--- src/rtl/fifo_pkg.sv ---
// Shared encodings for the FIFO controller: RAM command codes and controller FSM states.
package fifo_pkg;

  typedef enum logic [1:0] {
    RAM_IDLE = 2'd0,
    RAM_RD   = 2'd1,
    RAM_WR   = 2'd2,
    RAM_RW   = 2'd3
  } ram_cmd_e;

  typedef enum logic [2:0] {
    ST_RESET  = 3'd0,
    ST_INIT   = 3'd1,
    ST_IDLE   = 3'd2,
    ST_ACTIVE = 3'd3,
    ST_ERROR  = 3'd4
  } fsm_state_e;

  function automatic ram_cmd_e ram_cmd(input logic wr, input logic rd);
    return ram_cmd_e'({wr, rd});
  endfunction

endpackage

--- src/rtl/fifo_ptr.sv ---
// Wrapping RAM pointer, advances by one when inc is high; no backpressure.
// Latency: new value visible the cycle after inc.
module fifo_ptr #(
  parameter int ADDR_W = 3
) (
  input  logic              clk,
  input  logic              rst_n,
  input  logic              inc,
  output logic [ADDR_W-1:0] ptr
);

  always_ff @(posedge clk or negedge rst_n) begin
    if (!rst_n) begin
      ptr <= '0;
    end else if (inc) begin
      ptr <= ptr + ADDR_W'(1);
    end
  end

endmodule

--- src/rtl/fifo_ctrl.sv ---
// FIFO controller driving an external 1-cycle-latency RAM; RAM command is same-cycle, rd_valid one cycle later.
// Backpressure: pushes refused when full unless paired with a pop; overflow/underflow lock into ERROR until reset.
module fifo_ctrl
  import fifo_pkg::*;
#(
  parameter int DATA_W = 4,
  parameter int ADDR_W = 3
) (
  input  logic              clk,
  input  logic              reset_L,
  input  logic              enable,
  input  logic              push,
  input  logic              pop,
  input  logic [DATA_W-1:0] data_in,
  input  logic [ADDR_W-1:0] th_high,
  input  logic [ADDR_W-1:0] th_low,
  output logic [1:0]        ram_state,
  output logic [DATA_W-1:0] ram_data_in,
  output logic [ADDR_W-1:0] ram_addr_in,
  output logic [ADDR_W-1:0] ram_addr_out,
  output logic              rd_valid,
  output logic              full,
  output logic              empty,
  output logic              almost_full,
  output logic              almost_empty,
  output logic [ADDR_W:0]   count,
  output logic              error
);

  localparam int DEPTH = 1 << ADDR_W;
  localparam logic [ADDR_W:0] CNT_FULL = (ADDR_W + 1)'(DEPTH);

  fsm_state_e        state;
  logic [ADDR_W-1:0] wr_ptr;
  logic [ADDR_W-1:0] rd_ptr;
  logic [ADDR_W-1:0] th_high_q;
  logic [ADDR_W-1:0] th_low_q;
  logic [ADDR_W:0]   count_q;
  logic [ADDR_W:0]   count_nxt;
  logic              req_ok;
  logic              push_acc;
  logic              pop_acc;
  logic              overflow;
  logic              underflow;

  // Only IDLE/ACTIVE take requests; IDLE always holds an empty FIFO, so pops there are underflows.
  assign req_ok    = enable && (state == ST_IDLE || state == ST_ACTIVE);
  assign pop_acc   = req_ok && (state == ST_ACTIVE) && pop && !empty;
  assign push_acc  = req_ok && push && (!full || pop_acc);
  assign overflow  = req_ok && push && full && !pop_acc;
  assign underflow = req_ok && pop && empty;

  always_comb begin
    count_nxt = count_q;
    case ({push_acc, pop_acc})
      2'b10:   count_nxt = count_q + (ADDR_W + 1)'(1);
      2'b01:   count_nxt = count_q - (ADDR_W + 1)'(1);
      default: count_nxt = count_q;
    endcase
  end

  fifo_ptr #(.ADDR_W(ADDR_W)) u_wr_ptr (
    .clk   (clk),
    .rst_n (reset_L),
    .inc   (push_acc),
    .ptr   (wr_ptr)
  );

  fifo_ptr #(.ADDR_W(ADDR_W)) u_rd_ptr (
    .clk   (clk),
    .rst_n (reset_L),
    .inc   (pop_acc),
    .ptr   (rd_ptr)
  );

  always_ff @(posedge clk or negedge reset_L) begin
    if (!reset_L) begin
      state     <= ST_RESET;
      count_q   <= '0;
      th_high_q <= '0;
      th_low_q  <= '0;
      rd_valid  <= 1'b0;
      error     <= 1'b0;
    end else begin
      count_q  <= count_nxt;
      rd_valid <= pop_acc;
      if (overflow || underflow) begin
        state <= ST_ERROR;
        error <= 1'b1;
      end else begin
        case (state)
          ST_RESET:  state <= ST_INIT;
          ST_INIT: begin
            th_high_q <= th_high;
            th_low_q  <= th_low;
            state     <= ST_IDLE;
          end
          ST_IDLE:   if (push_acc) state <= ST_ACTIVE;
          ST_ACTIVE: if (count_nxt == '0) state <= ST_IDLE;
          default:   state <= state;
        endcase
      end
    end
  end

  assign ram_state    = ram_cmd(push_acc, pop_acc);
  assign ram_data_in  = data_in;
  assign ram_addr_in  = wr_ptr;
  assign ram_addr_out = rd_ptr;
  assign count        = count_q;
  assign full         = (count_q == CNT_FULL);
  assign empty        = (count_q == '0);
  assign almost_full  = (count_q >= {1'b0, th_high_q});
  assign almost_empty = (count_q <= {1'b0, th_low_q});

endmodule

--- config.mk ---
export PLATFORM = sky130hd
export DESIGN_NAME = fifo_ctrl
export DESIGN_NICKNAME = d
export VERILOG_FILES = /design/src/rtl/fifo_pkg.sv /design/src/rtl/fifo_ptr.sv /design/src/rtl/fifo_ctrl.sv
export SDC_FILE = /design/constraint.sdc
export NUM_CORES = 1
export LEC_CHECK = 0
export BUFFER_PORTS_ARGS = -buffer_cell sky130_fd_sc_hd__buf_2
export CAP_MARGIN = 30
export CORE_MARGIN = 2
export CORE_UTILIZATION = 51
export CTS_CLUSTER_DIAMETER = 40
export DETAILED_ROUTE_END_ITERATION = 10
export PLACE_DENSITY = 0.87
export SLEW_MARGIN = 10
export SYNTH_ARGS = -nofsm -noshare
export SYNTH_HDL_FRONTEND = slang
export SYNTH_SLANG_ARGS = --single-unit
export TNS_END_PERCENT = 30
--- constraint.sdc ---
create_clock -name clk -period 2.99 [get_ports clk]
set_input_delay 0.299 -clock clk [delete_from_list [all_inputs] [get_ports clk]]
set_output_delay 0.299 -clock clk [all_outputs]
set_load 0.01 [all_outputs]
# After elaboration in Yosys (flattened, before gate mapping)
# Index checks and enable logic that the tools add are counted.
# W data, S select, Z words.
[op_classes] n_addsub=4 magnitude_cmp=2 eq_ne=8 muxes=5 bitwise=1 n_reduce_logical=22
[ops] cell="$pmux W3 S4" n=1
[ops] cell="$logic_and A1 B1 Y1" n=10
[ops] cell="$mux W3" n=3
[ops] cell="$logic_not A4 Y1" n=2
[ops] cell="$pmux W4 S2" n=1
[ops] cell="$add A3 B1 Y3 const B" n=2
[ops] cell="$eq A3 B2 Y1 const B" n=2
[ops] cell="$reduce_bool A5 Y1" n=1
[ops] cell="$add A4 B1 Y4 const B" n=1
[ops] cell="$eq A4 B4 Y1 const B" n=1
[ops] cell="$ge A4 B3 Y1" n=1
[ops] cell="$le A4 B3 Y1" n=1
[ops] cell="$sub A4 B1 Y4 const B" n=1
[ops] cell="$eq A3 B1 Y1 const B" n=1
[ops] cell="$logic_not A1 Y1" n=3
[ops] cell="$logic_not A3 Y1" n=1
[ops] cell="$logic_or A1 B1 Y1" n=3
[ops] cell="$ne A3 B1 Y1 const B" n=1
[ops] cell="$ne A3 B2 Y1 const B" n=1
[ops] cell="$reduce_and A3 Y1" n=1
[ops] cell="$eq A2 B1 Y1 const B" n=1
[ops] cell="$eq A2 B2 Y1 const B" n=1
[ops] cell="$reduce_and A2 Y1" n=1
[ops] cell="$not A1 Y1" n=1
[word_totals] reg_bits=21 input_bits=15 output_inout_bits=22 wordCells=50

# Logic depth before layout (Yosys ltp)
# Gate-level depths: netlist (run 1).
[depth] depth_word=14 mapped_depth=10 mapped_depth_nobuf=9

# Cells and area by module
# A second synthesis (run 1) with hierarchy kept.
[hier_totals] cells_unflattened=124 hier_area_um2=1263.7
[by_module_without_submodules] mod="fifo_ctrl" n_inst=1 cells_each=108 area_per_inst_um2=1016.0 seq_area_each_um2=375.4
[by_module_without_submodules] mod="fifo_ptr" n_inst=2 cells_each=8 area_per_inst_um2=123.9 seq_area_each_um2=75.1

# Worst setup path after synthesis (run 1)
# OpenSTA, ideal clock, no wires.
[synth_timing] path_kind="register to register" start="reg count_q[1] (netlist: count[1])" end="reg state[0]" setup_time_ps=111 arrival_time_ps=2444 required_time_ps=2879 setup_slack_ps=434 path_stages_with_launch=11 path_buffers=1 period_less_slack_ps=2556 path_cell_list="dfrtp_1 > buf_6 > or4_4 > and3_4 > mux2_2 > ha_1 > nor3_1 > nand4_1 > o21ai_0 > xnor2_1 > a2111oi_2"
[synth_via] elab_chain_cells=10 word_cells_on_any_way=23 cone_classes="add/sub (2); eq/ne (5); mux (2); reduce/logical (14)"
[synth_rtl] element="start: declaration" line="fifo_ctrl.sv:38" source="logic [ADDR_W:0] count_q;"
[synth_rtl] element="start signal: assignment" line="fifo_ctrl.sv:85" source="count_q <= count_nxt;"
[synth_rtl] element="$logic_not A4 Y1" line="fifo_ctrl.sv:112" source="assign empty = (count_q == '0);"
[synth_rtl] element="$logic_not A1 Y1" line="fifo_ctrl.sv:48" source="assign pop_acc = req_ok && (state == ST_ACTIVE) && pop && !empty;"
[synth_rtl] element="$logic_and A1 B1 Y1" line="fifo_ctrl.sv:48"
[synth_rtl] element="$logic_or A1 B1 Y1" line="fifo_ctrl.sv:49" source="assign push_acc = req_ok && push && (!full || pop_acc);"
[synth_rtl] element="$logic_and A1 B1 Y1" line="fifo_ctrl.sv:49"
[synth_rtl] element="$eq A2 B1 Y1 or $eq A2 B2 Y1 (tied branches)" line="fifo_ctrl.sv:55" source="case ({push_acc, pop_acc})"
[synth_rtl] element="$pmux W4 S2" line="fifo_ctrl.sv:55"
[synth_rtl] element="$logic_not A4 Y1" line="fifo_ctrl.sv:99" source="ST_ACTIVE: if (count_nxt == '0) state <= ST_IDLE;"
[synth_rtl] element="$ne A3 B1 Y1 (no source line)"
[synth_rtl] element="$reduce_and A3 Y1 (no source line)"
[synth_rtl] element="end signal: assignment" line="fifo_ctrl.sv:100" source="default: state <= state;"
[synth_rtl] element="end: declaration" line="fifo_ctrl.sv:33" source="fsm_state_e state;"
# Several ways; a longest one is shown, not always the timed one.
# A chain may end at the register's enable or synchronous reset.

# Worst setup path in the final report (run 1)
# Ends and elaborated chain as after synthesis.

==> impl_metrics.ini, run 1 <==
[critical_path]
r2r_end = state[0]
path_delay_family = simple AND/OR/NAND/NOR gates
end_kind = flop
cp_slowest_cell = or4_4
r2r-start = count[1]
r2r_slack_ns = 0.30
cp.buffers_inverters = 0
worstRegToRegCells = 9
critPathRequiredTime_ns = 3.19
crit_path_start_kind = flop
critical_path_class = reg2reg
cp_cell_sequence = or4_4 -> and3_4 -> mux2_2 -> ha_1 -> nor3_1 -> nand4_1 -> o21ai_0 -> xnor2_1 -> a2111oi_2
cp.arrival_ns = 2.90
critPathMaxFanout = 13
crit_path_max_incr_delay_ns = 0.59

[clock_network]
cts_buffers = 3
insertion_delay_ns = 0.30
cts_num_sinks = 21
cts-root-buf = clkbuf_4
htree_levels = 1
clockBufferDepth = 2
clk_pin_slew_ns = 0.11
cts_resized = 0
postCtsSetupBuffers = 0
cts_tree = yes
cts_hold_buf = 1

[worst_hold_path]
hold_depth = 3
hp-class = in2reg
whs_endpoint = th_low_q[2]
hp-start = th_low[2]

[route]
num_vias = 962
drt-total-wl_um = 2360
postRouteAntennaNets = 0
wl_per_cell_um = 13.1
drt-initial-drc-count = 5
drc = 0
drt-vias-per-instance = 5.34
dr.pass1.iters = 4

[synthesis]
ys_warn_count = 0
synth_simple_gate_area_share_pct = 19.9
syn_inst = 126
synth_top_family_by_area = simple AND/OR/NAND/NOR gates
synth_flop_cell = dfrtp_1
synth_cell_types = 40
synth_fp_nets = 150
syn_area_per_cell_um2 = 10.1
ys_seq_area_share_pct = 41.1
synthArstFlopShare_pct = 100
synthMuxAreaShare_pct = 6.07
ys_ff_latch = 21
synth_edf_count = 0
synth_fa_ha_area_share_pct = 8.81
synth_xor_area_share_pct = 4.80
synthesis.area_mm2 = 0.00128
synth-compound-area-share_pct = 9.79

[place]
dpl.hpwl_um = 1830
port_buffers = 28
gp_congestion = 0.846
placed_area_mm2 = 0.00138

[die]
die_y_um = 54.1
fp.dieW_um = 54.1
start_util_pct = 52.5
die-area_mm2 = 0.00292
core_area_mm2 = 0.00243
ioPinCount = 37
rows = 18

[global_route]
busiest_layer = met2
grtUsageMet3_pct = 1.94
grt_use_total_pct = 18.3
gr-usage-met1_pct = 22.6
overflow = 0
antenna_found_initial = 0
grtUsageMet2_pct = 30.5
grt_pass1_wl_um = 3860
grt_pass1_vias = 910
grt_max_degree = 22

[layout]
nets = 175
multi_input_area_um2 = 631
final_area_mm2 = 0.00142
area_delta_synth_final_pct = 10.8
n_antenna_cell = 0
n_fill_cell = 205
regArea_um2 = 526
drive_above_1_share_pct = 33.3

[job]
cap_violations = 0

[power_and_ir_drop]
p_sw_share_pct = 40.8
p_comb_share_pct = 50.8
internal_power_mw = 0.828
power_switching_mw = 0.571
clock_power_share_pct = 9.5
peakVddDrop_mv = 0.535
power_leakage_nw = 0.698
seqPwrFrac_pct = 39.7
powerDensity_mw_per_mm2 = 989

[outcome]
outcome = completed

[timing]
worstMarginPinSlew_ns = 0.646
max_freq_mhz = 371
slew_violations = 0
period_share_pct = 90.1
finalSetupTns_ns = 0
rsz0062_at_grt = no
setup_viol = 0
finalClockSkew_ns = 0.00398
hold_viol = 0
period_needed_ns = 2.69
slew_headroom_pct = 56.6
-- worst max-delay path by stage --
| stage | start | end | slack (ns) | cells after the start |
|---|---|---|---|---|
| after detailed placement | count[1] | state[0] | 0.32 | 9 |
| after global placement | count[1] | state[0] | 0.44 | 9 |
| after CTS | count[1] | state[0] | 0.30 | 9 |
| final | count[1] | state[0] | 0.30 | 9 |
| after floorplan | count[1] | state[0] | 0.43 | 10 |
| after global routing | count[1] | state[0] | 0.13 | 9 |
-- synth_stat cells, types with 2 or more instances --
cell type	count	area, um2
o21ai_0	5	25.0
xnor2_1	6	52.6
nand3_1	3	15.0
a21oi_1	6	30.0
dfrtp_1	21	526
nand2_1	9	33.8
a21o_1	2	15.0
or2_2	2	12.5
buf_4	7	52.6
nor2_1	7	26.3
buf_6	2	22.5
ha_1	9	113
nor3_1	6	30.0
inv_1	10	37.5
mux2_2	6	67.6
-- logic make-up after synthesis --
kind of cell               Yosys count
and+or+nand+nor                     43
DFF                                 21
buffers and inverters               20
AOI/OAI and AO/OA                   19
adders and majority gates            9
xor gates and xnor gates             7
muxes                                7
-- power by group through the flow --
stage	Sequential, mW	Clock [mW]	Combinational [mW]
after detailed placement	0.559	0	0.718
after global placement	0.549	0	0.687
after global routing	0.577	0.147	0.811
final	0.555	0.133	0.711
after floorplan	0.556	0	0.510
after CTS	0.552	0.136	0.723
-- layer usage --
layer | vias to the layer above | share of wire, % | routed length [um]
li1 | 482 | - | -
met1 | 443 | 44 | 1050
met2 | 29 | 48 | 1130
met3 | 8 | 4.4 | 105
met4 | 0 | 3.3 | 79
met5 | - | 0 | 0
-- stage by stage --
| step | worst slack (ns) | power [mW] | hold slack [ns] | cells | utilization [%] |
|---|---|---|---|---|---|
| 6_report | 0.295 | 1.40 | 0.194 | 180 | 58.2 |
| 5_1_grt | 0.133 | 1.54 | 0.206 | 180 | 58.2 |
| 2_1_floorplan | 0.434 | 1.07 | 0.00341 | 126 | - |
| 3_5_place_dp | 0.320 | 1.28 | 0.275 | 175 | 56.7 |
| 4_1_cts | 0.303 | 1.41 | 0.193 | 180 | 58.2 |
| 3_3_place_gp | 0.442 | 1.24 | 0.265 | 175 | 56.7 |
-- cell usage in the layout (no fill, tap or decap), types with 2 or more instances in the layout --
| master | count |
|---|---|
| mux2_2 | 6 |
| a21o_1 | 2 |
| nand2_1 | 9 |
| nor2_1 | 7 |
| dfrtp_1 | 21 |
| xnor2_1 | 6 |
| or2_2 | 2 |
| a21oi_1 | 6 |
| nand3_1 | 3 |
| buf_2 | 28 |
| clkbuf_4 | 3 |
| ha_1 | 9 |
| o21ai_0 | 5 |
| nor3_1 | 6 |
| inv_1 | 10 |
-- sequential cells by signal, summed over array words and instances, names as in the netlist --
register      cells
count             4
error             1
rd_valid          1
state             3
th_high_q         3
th_low_q          3
u_rd_ptr.ptr      3
u_wr_ptr.ptr      3
-- final cells by class --
| class | count | share of cell area (%) |
|---|---|---|
| multi-input cells | 85 | 44.6 |
| flip-flops and latches | 21 | 37.1 |
| repair buffers | 30 | 11.1 |
| inverters | 10 | 2.65 |
| well taps | 30 | 2.65 |
| clock buffers | 4 | 1.86 |
-- tightest hold or removal path: stages --
cell     delay, ns
buf_2         0.07
nand2_1       0.03
o21ai_0       0.06
Note: power is estimated with default switching activity, not from simulation.
==> run 2: changes to the inputs <==
ABC_AREA = 1   (was default)
CORE_UTILIZATION = 52   (was 51)
==> impl_metrics.ini, run 2 <==
[outcome]
outcome = completed

[synthesis]
synth.top_cell.area_share_pct = 38.8
synth_flop_cell = dfrtp_1
ys_ff_latch = 21
yosysMostFrequentCell = nand2_1
synthArstFlopShare_pct = 100
ys_warn_count = 0
netlist_top_cells_count = nand2_1 (34), inv_1 (27), dfrtp_1 (21)
synth_edf_count = 0
synthesis.area_mm2 = 0.00135
syn_area_per_cell_um2 = 8.25
synth_fp_nets = 188
synth.area.top_cells = dfrtp_1 (39%), nand2_1 (9.4%), ha_1 (8.3%)
syn_inst = 164
yosysTopAreaCell = dfrtp_1
ys_seq_area_share_pct = 38.8
synth_cell_types = 27

[timing]
period_share_pct = 71.0
finalSetupTns_ns = 0
finalClockSkew_ns = 0.00864
rsz0062_at_grt = no
period_needed_ns = 2.12
max_freq_mhz = 471
worstMarginPinSlew_ns = 0.457
hold_viol = 0
setup_viol = 0
slew_violations = 0
slew_headroom_pct = 69.6

[die]
ioPinCount = 37
rows = 18
fp.dieW_um = 55.0
start_util_pct = 54.6
die_y_um = 55.0
core_area_mm2 = 0.00248
die-area_mm2 = 0.00303

[global_route]
grt_pass1_vias = 975
grt_max_degree = 22
grt_pass1_wl_um = 4110
overflow = 0
grt_use_total_pct = 19.0
antenna_found_initial = 0

[place]
gp_congestion = 0.859
port_buffers = 28
placed_area_mm2 = 0.00149
dpl.hpwl_um = 1920

[critical_path]
critPathRequiredTime_ns = 3.19
cp.arrival_ns = 2.33
r2r-start = count[3]
crit_path_start_kind = flop
startpoint = count[3]
critical_path_class = reg2reg
critPathMaxFanout = 8
end_kind = flop

[route]
dr.pass1.iters = 4
drt-total-wl_um = 2450
top_layer = met4
postRouteAntennaNets = 0
wl_met3_um = 214
met2_length_um = 1150
wl_met1_um = 1060
drt-initial-drc-count = 32
drc = 0
num_vias = 1129
drt-vias-per-instance = 5.11
wl_per_cell_um = 11.1

[power_and_ir_drop]
peakVddDrop_mv = 0.631
p_total_mw = 1.52
powerDensity_mw_per_mm2 = 996
power_leakage_nw = 0.851

[worst_hold_path]
hp-start = th_low[0]
hp-class = in2reg

[layout]
final_area_mm2 = 0.00152
area_delta_synth_final_pct = 12.5
final_cell_mix = nand2_1 (34), buf_2 (28), inv_1 (27)
post-route-util_pct = 61.5
n_antenna_cell = 0
largest_reg_flops = 4
drive_above_1_share_pct = 27.2
final_common_cell = nand2_1
nets = 216

[clock_network]
cts_buffers = 3
postCtsSetupBuffers = 0
cts_resized = 0
clk_pin_slew_ns = 0.11
clockBufferDepth = 2
insertion_delay_ns = 0.30
cts_tree = yes
cts_hold_buf = 1
cts_num_sinks = 21
htree_levels = 1
cts-root-buf = clkbuf_4

[job]
cap_violations = 0
[run 2: cells by family after synthesis]
group / share of synthesized area (%)
AOI/OAI and AO/OA: 6.19
DFF: 38.8
adders and majority gates: 8.32
xor gates and xnor gates: 2.59
muxes: 1.66
and+or+nand+nor: 31.3
buffers and inverters: 11.1
[run 2: final timing paths]
| check | end | slack, ns | depth (start not counted) |
|---|---|---|---|
| worst max-delay path | state[0] | 0.87 | 17 |
| worst min-delay path | th_low_q[0] | 0.23 | 2 |
| worst max register to register | state[0] | 0.87 | 17 |
| worst min register to register | u_rd_ptr.ptr[2] | 0.48 | 1 |
| max in group asynchronous | rd_valid | 2.21 | 2 |
| min in group asynchronous | count[3] | 0.46 | 2 |
[run 2: cell type report]
type                    count  area [um2]
clock buffers               4        26.3
fillers                   232         955
flip-flops and latches     21         526
well taps                  30        37.5
repair buffers             29         150
inverters                  28         105
multi-input cells         109         678
[run 2: routing by layer]
metal | GRT usage (%) | vias to the layer above
li1 | - | 575
met1 | 22.9 | 496
met2 | 31.5 | 52
met3 | 6.99 | 6
met4 | 5.69 | 0
met5 | 0 | -
[run 2: critical path: stages, from the launching register on]
cell and delay (ns):
dfrtp_1 0.50, nor2_2 0.19, nand2_4 0.11, nand3_4 0.14
nand2_1 0.06, nand2_1 0.05, inv_1 0.04, ha_1 0.26
inv_1 0.05, nand3_1 0.06, nand2_1 0.09, nand2_1 0.06
a21oi_2 0.09, nand2_1 0.07, nand2_2 0.07, nand3_1 0.07
nand2_1 0.07, inv_1 0.03
[run 2: report_power, final]
group          internal (mW)  leakage, nW  switching, mW
registers              0.420        0.247          0.133
clock network         0.0520       0.0150         0.0811
logic                  0.345        0.589          0.486
[run 2: through the flow]
step | worst slack [ns] | hold slack, ns | cells
floorplan | 1.02 | 0.00341 | 164
global placement | 0.917 | 0.270 | 216
detailed placement | 0.895 | 0.277 | 216
CTS | 0.860 | 0.217 | 221
global route | 0.649 | 0.212 | 221
finish | 0.867 | 0.227 | 221
